==> src/rtl/image_window_gen_if.sv <==
// Window generator bus: scan control, pixel-memory read port and window output handshake.
// master = generator side, slave = memory/consumer side.
interface image_window_gen_if #(
    parameter int DATA_W = 16,
    parameter int ADDR_W = 18,
    parameter int WIN_N  = 27
);
    logic                      start;
    logic                      mem_rd;
    logic [ADDR_W-1:0]         mem_addr;
    logic [DATA_W-1:0]         mem_rdata;
    logic [WIN_N*DATA_W-1:0]   win_data;
    logic                      win_valid;
    logic                      win_ready;
    logic [15:0]               win_row;
    logic [15:0]               win_col;
    logic                      busy;
    logic                      done;

    modport master (
        input  start, mem_rdata, win_ready,
        output mem_rd, mem_addr, win_data, win_valid, win_row, win_col, busy, done
    );
    modport slave (
        output start, mem_rdata, win_ready,
        input  mem_rd, mem_addr, win_data, win_valid, win_row, win_col, busy, done
    );
endinterface

==> src/rtl/image_window_gen.sv <==
// Sliding KxK window generator over a CH-plane image: fetches one window from pixel memory
// word by word, presents it on a valid/ready port, then steps by STRIDE until the image is covered.
module image_window_gen #(
    parameter int DATA_W = 16,
    parameter int IMG_W  = 224,
    parameter int IMG_H  = 224,
    parameter int CH     = 3,
    parameter int K      = 3,
    parameter int STRIDE = 2,
    parameter int ADDR_W = 18
) (
    input  logic              clk,
    input  logic              rst,
    image_window_gen_if.master bus
);
    localparam int N     = K * K * CH;
    localparam int IDX_W = (N > 1) ? $clog2(N) : 1;
    localparam bit DEGEN = (K > IMG_W) || (K > IMG_H);

    localparam logic [IDX_W-1:0]  NM1     = IDX_W'(N - 1);
    localparam logic [15:0]       KM1     = 16'(K - 1);
    localparam logic [15:0]       CHM1    = 16'(CH - 1);
    localparam logic [ADDR_W-1:0] PLANE_A = ADDR_W'(IMG_W * IMG_H);
    localparam logic [ADDR_W-1:0] IMGW_A  = ADDR_W'(IMG_W);

    typedef enum logic [2:0] {IDLE, FETCH, DRAIN, OUT, FIN} state_t;

    state_t                   r_state, w_next;
    logic [15:0]              r_row0, r_col0;
    logic [15:0]              r_c, r_kr, r_kc;
    logic [IDX_W-1:0]         r_idx, r_idx_d;
    logic                     r_rd_d;
    logic [N-1:0][DATA_W-1:0] r_win;

    logic                     w_rd, w_hs, w_last_rd, w_col_wrap, w_row_end;
    logic [ADDR_W-1:0]        w_addr;

    assign w_last_rd  = (r_idx == NM1);
    assign w_hs       = (r_state == OUT) && bus.win_ready;
    assign w_col_wrap = (32'(r_col0) + STRIDE + K) > IMG_W;
    assign w_row_end  = (32'(r_row0) + STRIDE + K) > IMG_H;

    // Full-width address math so large planes never truncate below ADDR_W.
    assign w_addr = ADDR_W'(r_c) * PLANE_A
                  + (ADDR_W'(r_row0) + ADDR_W'(r_kr)) * IMGW_A
                  + ADDR_W'(r_col0) + ADDR_W'(r_kc);

    assign bus.mem_addr = w_addr;
    assign bus.win_data = r_win;
    assign bus.win_row  = r_row0;
    assign bus.win_col  = r_col0;

    always_comb begin
        w_next        = r_state;
        w_rd          = 1'b0;
        bus.mem_rd    = 1'b0;
        bus.win_valid = 1'b0;
        bus.busy      = 1'b0;
        bus.done      = 1'b0;
        case (r_state)
            IDLE:  if (bus.start) w_next = FETCH;
            FETCH: begin
                bus.busy = 1'b1;
                // A window that cannot fit anywhere: spend one cycle here, then finish.
                if (DEGEN) w_next = FIN;
                else begin
                    w_rd = 1'b1;
                    if (w_last_rd) w_next = DRAIN;
                end
            end
            DRAIN: begin
                bus.busy = 1'b1;
                if (r_rd_d) w_next = OUT;
            end
            OUT: begin
                bus.busy      = 1'b1;
                bus.win_valid = 1'b1;
                if (bus.win_ready) w_next = (w_col_wrap && w_row_end) ? FIN : FETCH;
            end
            FIN: begin
                bus.done = 1'b1;
                w_next   = IDLE;
            end
            default: w_next = IDLE;
        endcase
        bus.mem_rd = w_rd;
    end

    always_ff @(posedge clk) begin
        if (rst) begin
            r_state <= IDLE;
            r_row0  <= '0;
            r_col0  <= '0;
            r_c     <= '0;
            r_kr    <= '0;
            r_kc    <= '0;
            r_idx   <= '0;
            r_idx_d <= '0;
            r_rd_d  <= 1'b0;
            r_win   <= '0;
        end else begin
            r_state <= w_next;
            r_rd_d  <= w_rd;
            r_idx_d <= r_idx;
            // Read data lands one cycle after its strobe; slot = fetch order index.
            if (r_rd_d) r_win[r_idx_d] <= bus.mem_rdata;

            if (r_state == IDLE && bus.start) begin
                r_row0 <= '0;
                r_col0 <= '0;
            end

            if (w_rd) begin
                r_idx <= w_last_rd ? '0 : r_idx + 1'b1;
                if (r_kc == KM1) begin
                    r_kc <= '0;
                    if (r_kr == KM1) begin
                        r_kr <= '0;
                        r_c  <= (r_c == CHM1) ? '0 : r_c + 16'd1;
                    end else begin
                        r_kr <= r_kr + 16'd1;
                    end
                end else begin
                    r_kc <= r_kc + 16'd1;
                end
            end

            if (w_hs) begin
                if (w_col_wrap) begin
                    r_col0 <= '0;
                    if (!w_row_end) r_row0 <= r_row0 + 16'(STRIDE);
                end else begin
                    r_col0 <= r_col0 + 16'(STRIDE);
                end
            end
        end
    end
endmodule

==> src/flat_wrapper.sv <==
// flat-port wrapper written by rule: the top's interface ports become plain ports
module image_window_gen_flat 
#(
    parameter int DATA_W = 16,
    parameter int IMG_W  = 224,
    parameter int IMG_H  = 224,
    parameter int CH     = 3,
    parameter int K      = 3,
    parameter int STRIDE = 2,
    parameter int ADDR_W = 18
)
  (clk, rst, bus_start, bus_mem_rdata, bus_win_ready, bus_mem_rd, bus_mem_addr, bus_win_data, bus_win_valid, bus_win_row, bus_win_col, bus_busy, bus_done);
  image_window_gen_if #(.DATA_W(DATA_W), .ADDR_W(ADDR_W), .WIN_N((K * K * CH))) bus_i ();
  input  logic clk;
  input  logic rst;
  input wire logic [$bits(bus_i.start)-1:0] bus_start;
  input wire logic [$bits(bus_i.mem_rdata)-1:0] bus_mem_rdata;
  input wire logic [$bits(bus_i.win_ready)-1:0] bus_win_ready;
  output wire logic [$bits(bus_i.mem_rd)-1:0] bus_mem_rd;
  output wire logic [$bits(bus_i.mem_addr)-1:0] bus_mem_addr;
  output wire logic [$bits(bus_i.win_data)-1:0] bus_win_data;
  output wire logic [$bits(bus_i.win_valid)-1:0] bus_win_valid;
  output wire logic [$bits(bus_i.win_row)-1:0] bus_win_row;
  output wire logic [$bits(bus_i.win_col)-1:0] bus_win_col;
  output wire logic [$bits(bus_i.busy)-1:0] bus_busy;
  output wire logic [$bits(bus_i.done)-1:0] bus_done;
  assign bus_i.start = bus_start;
  assign bus_i.mem_rdata = bus_mem_rdata;
  assign bus_i.win_ready = bus_win_ready;
  assign bus_mem_rd = bus_i.mem_rd;
  assign bus_mem_addr = bus_i.mem_addr;
  assign bus_win_data = bus_i.win_data;
  assign bus_win_valid = bus_i.win_valid;
  assign bus_win_row = bus_i.win_row;
  assign bus_win_col = bus_i.win_col;
  assign bus_busy = bus_i.busy;
  assign bus_done = bus_i.done;
  image_window_gen #(.DATA_W(DATA_W), .IMG_W(IMG_W), .IMG_H(IMG_H), .CH(CH), .K(K), .STRIDE(STRIDE), .ADDR_W(ADDR_W)) u_core (.clk(clk), .rst(rst), .bus(bus_i));
endmodule
==> config.mk <==
export PLATFORM = sky130hd
export DESIGN_NAME = image_window_gen_flat
export DESIGN_NICKNAME = d
export VERILOG_FILES = /design/src/rtl/image_window_gen_if.sv /design/src/rtl/image_window_gen.sv /design/src/flat_wrapper.sv
export SDC_FILE = /design/constraint.sdc
export NUM_CORES = 1
export LEC_CHECK = 0
export BUFFER_PORTS_ARGS = -buffer_cell sky130_fd_sc_hd__buf_2
export CORE_MARGIN = 2
export CORE_UTILIZATION = 55
export CTS_CLUSTER_DIAMETER = 200
export DETAILED_ROUTE_END_ITERATION = 8
export GPL_TIMING_DRIVEN = 1
export PLACE_DENSITY = 0.81
export SLEW_MARGIN = 25
export SYNTH_ARGS = -nofsm -noshare
export SYNTH_HDL_FRONTEND = slang
export SYNTH_SLANG_ARGS = --single-unit
==> constraint.sdc <==
create_clock -name clk -period 9.3 [get_ports clk]
set_input_delay 0.465 -clock clk [delete_from_list [all_inputs] [get_ports clk]]
set_output_delay 0.465 -clock clk [all_outputs]
set_load 0.1 [all_outputs]
==> run summary, run 1 <==
syn_area_per_cell - 7.795 um^2
Final TNS setup - 0 ns
DR WL met3 - 7448 um
Worst-Margin Slew - 1.106 ns
total length of routed wires - 78030 um
Via density - 5.738
via count - 22396
hold_ws - 0.2354 ns
worst rel slew slack - 0.2598
clk sinks - 525
layout net count - 3452
mapped cell area - 22980 um^2
post-DP HPWL - 53310 um
hold buffer count at cts - 0
top post-synthesis cells by count - 953 x nand2_1, 525 x dfxtp_1, 478 x a21oi_1
Worst Slack Setup Final - 1.624 ns
DRC - 0
crit share post-route - 0.8253
element type at the critical path end - primary output
Slew Limit Fails - 0
Post-CTS Setup Bufs - 0
worst endpoint data arrival time - 7.21 ns
RSZ-0062 raised after global routing - no
kind of critical path - flip-flop to primary output
Initial Util - 0.5602
Cells after Synth - 2948
status - finished, final reports clean
Peak VDD IR - 157.6 uV
CTS HTree Levels - 2
min Tclk post-route - 7.676 ns
top-area cell type share of the netlist area - 0.4574
DR pass1 iterations - 6
# IOs - 506
final hold violations - 0
initial DRC count - 2541
port bufs - 504
pre-CTS setup slack - 2.337 ns
met2 WL - 35250 um
top sig layer - met4
Crit Path Max Fanout - 12
share of cells above drive strength 1 - 0.1914
LEAKAGE - 11.63 nW
clock-pin transition on the worst setup and hold timing paths - 0.06 ns
max-cap violation count - 0
Critical Path Source Type - flip-flop
largest net degree at the start of global routing - 177
height of the die - 208.4 um
number of antenna violations at the first check in global routing - 1
Synth Register Bits - 525
Final Non-Filler Cells - 3903
std cell rows - 74
clk_skew - 0.04683 ns
WL per Instance - 19.99 um
Resized Gates After CTS - 0
overflow left after global routing - 0
post-synthesis sequential area ratio - 0.4574
Post-synth EDFFs - 0
top post-synthesis cells by area - dfxtp_1 46%, nand2_1 16%, a21oi_1 10%, ha_1 4.2%, clkbuf_1 2.9%
Routed Antenna Nets - 0
Req. time, crit path - 8.84 ns
Yosys cell types - 78
Clock Path Buffers - 3
vias in the first global route - 20879
Hold WC Path Type - input port to flip-flop
gp weighted congestion - 0.9604
Synth async-reset ratio - 0
CORE AREA - 41020 um^2
most common cell in the netlist - nand2_1
predominant post-synthesis flop cell - dfxtp_1
FILL cells - 3389
Die Width - 208.4 um
setup slack, reg-to-reg - 4.84 ns
Total GRT Usage - 0.3446
die footprint - 43430 um^2
placed insts - 3805
TritonCTS clock tree - built
final setup vio count - 0
synthesis warning total - 0
Synth area leader - dfxtp_1
root buffer cell - clkbuf_16
latest clock arrival within the worst-skew pair - 0.63 ns
PD cells - 168.5 nW/um^2
area grow syn2layout - 19.00%
total CTS buffers - 53
Highest Clock Rate - 130.3 MHz
Met1 Wirelength - 30140 um
global-route wire length before repair - 118300 um
## logic make-up (layout without fill, tap and decap cells)
| group | after synthesis | in the layout | share of synthesized area |
|---|---|---|---|
| DFF | 525 | 525 | 0.4574 |
| xor gates and xnor gates | 111 | 111 | 0.04231 |
| other | 1 | 3 | 0.0001632 |
| and+or+nand+nor | 1306 | 1306 | 0.2387 |
| buffers and inverters | 289 | 710 | 0.04830 |
| AOI/OAI and AO/OA | 602 | 602 | 0.1432 |
| adders and majority gates | 104 | 104 | 0.06512 |
| muxes | 10 | 10 | 0.004901 |
## layer usage
layer	track usage	vias up
met5	0	-
met4	0.2193	0
met3	0.07638	295
met2	0.5509	1168
met1	0.4219	10506
li1	-	10427
## state kept, by name, indices dropped and copies added (netlist names)
name	count
u_core.r_rd_d	1
u_core.bus.win_col	15
u_core.r_kc	16
u_core.r_idx_d	5
u_core.bus.win_row	16
u_core.r_idx	5
u_core.r_c	16
u_core.r_kr	16
u_core.bus.win_data	432
u_core.r_state	3
## power by group
part,total (mW),switching [mW],internal (mW)
sequential,2.26,0.00598,2.25
clock,2.16,0.931,1.23
combinational,0.185,0.162,0.0227
## per-stage QoR
stage	cell area [um^2]	utilization	power [mW]
2_1_floorplan	22980	-	2.435
3_3_place_gp	25530	0.6224	2.487
3_5_place_dp	25550	0.6228	2.490
4_1_cts	27320	0.6660	4.611
5_1_grt	27340	0.6666	4.710
6_report	27340	0.6666	4.606
## path summary, 6_finish.rpt
check,start,endpoint,cells past startpoint
setup / recovery,u_core.bus.win_row[1]$_SDFF_PP0_,bus_mem_addr[16],26
hold / removal,bus_win_ready,u_core.r_state[0]$_SDFFE_PP0P_,3
setup reg to reg,u_core.bus.win_col[1]$_SDFFE_PP0P_,u_core.bus.win_row[1]$_SDFF_PP0_,10
hold reg to reg,u_core.bus.win_data[223]$_SDFFE_PP0P_,u_core.bus.win_data[223]$_SDFFE_PP0P_,2
## critical path: stages, from the launching register on
cell	delay (ns)
dfxtp_1	0.58
inv_1	0.19
fa_1	0.48
nor2b_1	0.13
o21ai_0	0.10
a21boi_0	0.37
o21a_1	0.16
nor2_1	0.04
xnor2_1	0.40
xor2_1	0.20
ha_1	0.25
ha_1	0.33
o21ai_0	0.10
nor2_1	0.14
nor2_1	0.07
xnor2_1	0.13
fa_1	0.48
inv_1	0.05
fa_1	0.50
inv_1	0.05
ha_1	0.23
or3_1	0.33
a211oi_1	0.35
o31ai_1	0.16
a21oi_1	0.21
xnor2_1	0.14
buf_2	0.44
## final cells by class
type | instances | area, um^2 | share of cell area
antenna | 1 | 2.502 | 0.00009152
clock buffer | 77 | 1526 | 0.05582
clock inverter | 20 | 242.7 | 0.008877
inverter | 99 | 371.6 | 0.01359
multi-input combinational | 2135 | 11400 | 0.4171
sequential | 525 | 10510 | 0.3844
tap | 532 | 665.6 | 0.02434
timing repair buffer | 514 | 2620 | 0.09582
## layout by cell type (no fill, tap or decap), types with 8 or more instances in the layout
master	n
xor2_1	38
fa_1	26
a21oi_1	478
mux2i_1	9
clkbuf_16	53
o211ai_1	8
nand2_1	953
ha_1	78
clkbuf_1	13
nor4_1	14
nor2_1	119
o21ai_0	27
xnor2_1	73
and2_1	11
inv_1	97
nand4_1	17
and3_1	16
clkbuf_8	11
nor2_2	17
nand3_1	41
nor3_1	24
o21bai_1	11
nor2b_1	14
a21o_1	15
dfxtp_1	525
or3_1	19
or2_2	9
buf_4	9
buf_2	503
(Power assumes the default switching activity.)
==> inputs of run 2 (changes only) <==
Settings changed: ABC_AREA set to 1.
Clock period 9.3 ns to 7.5 ns, I/O delays scaled along.
==> run summary, run 2 <==
Peak VDD IR - 174.5 uV (was 157.6 uV)
Via density - 5.412 (was 5.738)
placed insts - 4054 (was 3805)
total length of routed wires - 77070 um (was 78030 um)
WL per Instance - 18.56 um (was 19.99 um)
post-DP HPWL - 51140 um (was 53310 um)
n_diodes - 0 (was 1)
final setup vio count - 0 (unchanged)
height of the die - 209.5 um (was 208.4 um)
via count - 22474 (was 22396)
Hold WC Path Type - input port to flip-flop (unchanged)
LEAKAGE - 14.34 nW (was 11.63 nW)
# IOs - 506 (unchanged)
layout net count - 3700 (was 3452)
slowest CP cell - fa_1 (was dfxtp_1)
Cells after Synth - 3162 (was 2948)
top-area cell type share of the netlist area - 0.4525 (was 0.4574)
Routed Antenna Nets - 0 (unchanged)
min Tclk post-route - 7.001 ns
vias in the first global route - 20599 (was 20879)
Synth Register Bits - 525 (unchanged)
share of cells above drive strength 1 - 0.1857 (was 0.1914)
total CTS buffers - 53 (unchanged)
top post-synthesis cells by count - 1017 x nor2_1, 525 x dfxtp_1, 462 x o21ai_0 (was 953 x nand2_1, 525 x dfxtp_1, 478 x a21oi_1)
Post-synth EDFFs - 0 (unchanged)
Crit path depth - 31 (was 26)
Die Width - 209.5 um (was 208.4 um)
Final Non-Filler Cells - 4153 (was 3903)
root buffer cell - clkbuf_16 (unchanged)
element type at the critical path end - primary output (unchanged)
CORE AREA - 41850 um^2 (was 41020 um^2)
TritonCTS clock tree - built (unchanged)
Most common cell on crit path - nand2_1
die footprint - 43890 um^2 (was 43430 um^2)
Highest Clock Rate - 142.8 MHz
clk_skew - 0.02709 ns (was 0.04683 ns)
Worst-Margin Slew - 1.209 ns (was 1.106 ns)
CTS HTree Levels - 2 (unchanged)
global-route wire length before repair - 117700 um (was 118300 um)
slowest cell delay on critical path - 0.53 ns (was 0.58 ns)
port bufs - 504 (unchanged)
worst path bufs/invs - 5 (was 4)
worst endpoint data arrival time - 6.63 ns (was 7.21 ns)
max reg flops - 432 (unchanged)
status - finished, final reports clean (unchanged)
gp weighted congestion - 0.9565 (was 0.9604)
worst rel slew slack - 0.1939 (was 0.2598)
Synth area leader - dfxtp_1 (unchanged)
post-layout util - 0.6630 (was 0.6666)
Crit Path Max Fanout - 5 (was 12)
overflow left after global routing - 0 (unchanged)
Register-to-Register Path Depth - 19 (was 10)
FF-to-FF Start - u_core.bus.win_col[1]$_SDFFE_PP0P_ (unchanged)
post-synthesis sequential area ratio - 0.4525 (was 0.4574)
area grow syn2layout - 19.46% (was 19.00%)
Synth async-reset ratio - 0 (unchanged)
Critical Path Source Type - flip-flop (unchanged)
latest clock arrival within the worst-skew pair - 0.63 ns (about the same)
mapped cell area - 23230 um^2 (was 22980 um^2)
kind of critical path - flip-flop to primary output (unchanged)
clk sinks - 525 (unchanged)
most frequent cells in the layout - 1012 x nor2_1, 523 x dfxtp_1, 502 x buf_2 (was 953 x nand2_1, 525 x dfxtp_1, 503 x buf_2)
PD cells - 223.9 nW/um^2 (was 168.5 nW/um^2)
std cell rows - 75 (was 74)
Clock Path Buffers - 3 (unchanged)
clock-pin transition on the worst setup and hold timing paths - 0.06 ns (about the same)
Initial Util - 0.5549 (was 0.5602)
Req. time, crit path - 7.12 ns (was 8.84 ns)
synthesis warning total - 0 (unchanged)
commonest non-fill, non-tap cell in the layout - nor2_1 (was nand2_1)
family with the most delay on the worst path - adder cells (unchanged)
Total GRT Usage - 0.3396 (was 0.3446)
max-cap violation count - 0 (unchanged)
DRC - 0 (unchanged)
setup slack, reg-to-reg - 4.39 ns (was 4.84 ns)
CP endpoint - bus_mem_addr[17] (was bus_mem_addr[16])
Placed Area - 25910 um^2 (was 25550 um^2)
Worst R2R End - u_core.bus.win_row[1]$_SDFF_PP0_ (unchanged)
final hold violations - 0 (unchanged)
number of antenna violations at the first check in global routing - 0 (was 1)
most common cell in the netlist - nor2_1 (was nand2_1)
DR pass1 iterations - 6 (unchanged)
hold_ws - 0.1978 ns (was 0.2354 ns)
Critical path origin - u_core.r_kr[0]$_SDFFE_PP0P_ (was u_core.bus.win_row[1]$_SDFF_PP0_)
final instance area - 27750 um^2 (was 27340 um^2)
predominant post-synthesis flop cell - dfxtp_1 (unchanged)
Slew Limit Fails - 0 (unchanged)
largest net degree at the start of global routing - 292 (was 177)
crit share post-route - 0.9335
Final TNS setup - 0 ns (unchanged)
syn_area_per_cell - 7.345 um^2 (was 7.795 um^2)
initial DRC count - 2577 (was 2541)
top post-synthesis cells by area - dfxtp_1 45%, nor2_1 16%, o21ai_0 10%, ha_1 4.2%, nand2_1 3.9% (was dfxtp_1 46%, nand2_1 16%, a21oi_1 10%, ha_1 4.2%, clkbuf_1 2.9%)
Yosys cell types - 52 (was 78)
-- run 2: changes by cell type after synthesis, moves of 49 or more --
cell / before / now
a21oi_1: 478 / 70
clkbuf_1: 177 / 125
inv_1: 97 / 236
nand2_1: 953 / 241
nor2_1: 136 / 1017
o21ai_0: 27 / 462
xnor2_1: 73 / 24
-- run 2: metrics by stage --
stage	worst slack, ns	total power [mW]
after floorplan	0.03554	3.442
after global placement	0.8387	3.592
after detailed placement	0.6963	3.594
after CTS	0.005473	6.218
after global routing	-0.02571	6.374
final	0.4987	6.211
-- run 2: repair_timing --
action	in CTS	in global routing
hold buffers	0	0
hold endpoints to repair	0	0
resized for setup	0	13
setup buffers	0	6
setup endpoints to repair	0	3
-- run 2: kinds of logic (layout without fill, tap and decap cells) --
logic type,count (synthesis),in the layout,synth area share
compound gates,575,575,0.1286
buf+inv,413,864,0.06750
xor+xnor,66,66,0.02489
fa+ha+maj,104,104,0.06443
flops,525,525,0.4525
other cells,1,2,0.0001615
simple gates,1478,1478,0.2619
-- run 2: worst min-delay path, cell delays in order --
cell and delay [ns]:
buf_2 0.14, nand2_1 0.16, nor3_1 0.07
-- run 2: layout make-up --
| class | instances | area [um^2] |
|---|---|---|
| Fill cell | 3574 | 14110 |
| Multi-Input combinational cell | 2225 | 11210 |
| Sequential cell | 525 | 10520 |
| Timing Repair Buffer | 522 | 2679 |
| Clock buffer | 76 | 1513 |
| Inverter | 249 | 942.2 |
| Tap cell | 539 | 674.4 |
| Clock inverter | 17 | 217.7 |
-- run 2: power breakdown --
part | internal (mW) | switching (mW)
Sequential | 2.83 | 0.0326
Combinational | 0.0928 | 0.583
Clock | 1.51 | 1.16
Total | 4.44 | 1.77
-- run 2: metal layers --
| layer | vias to the layer above | wire (um) | GRT usage |
|---|---|---|---|
| li1 | 10922 | - | - |
| met1 | 10310 | 30820 | 0.4357 |
| met2 | 1046 | 34890 | 0.5413 |
| met3 | 196 | 7756 | 0.08260 |
| met4 | 0 | 3602 | 0.1602 |
| met5 | - | 0 | 0 |
-- run 2: worst min-delay path by stage --
stage	cells past startpoint	from	to	slack, ns
2_1_floorplan	1	u_core.r_kr[14]$_SDFFE_PP0P_	u_core.r_kr[14]$_SDFFE_PP0P_	0.42
3_3_place_gp	1	u_core.r_kr[14]$_SDFFE_PP0P_	u_core.r_kr[14]$_SDFFE_PP0P_	0.44
3_5_place_dp	1	u_core.r_kr[14]$_SDFFE_PP0P_	u_core.r_kr[14]$_SDFFE_PP0P_	0.44
4_1_cts	3	bus_win_ready	u_core.r_state[2]$_SDFFE_PP0P_	0.16
5_1_grt	3	bus_win_ready	u_core.r_state[2]$_SDFFE_PP0P_	0.20
6_report	3	bus_win_ready	u_core.r_state[2]$_SDFFE_PP0P_	0.20
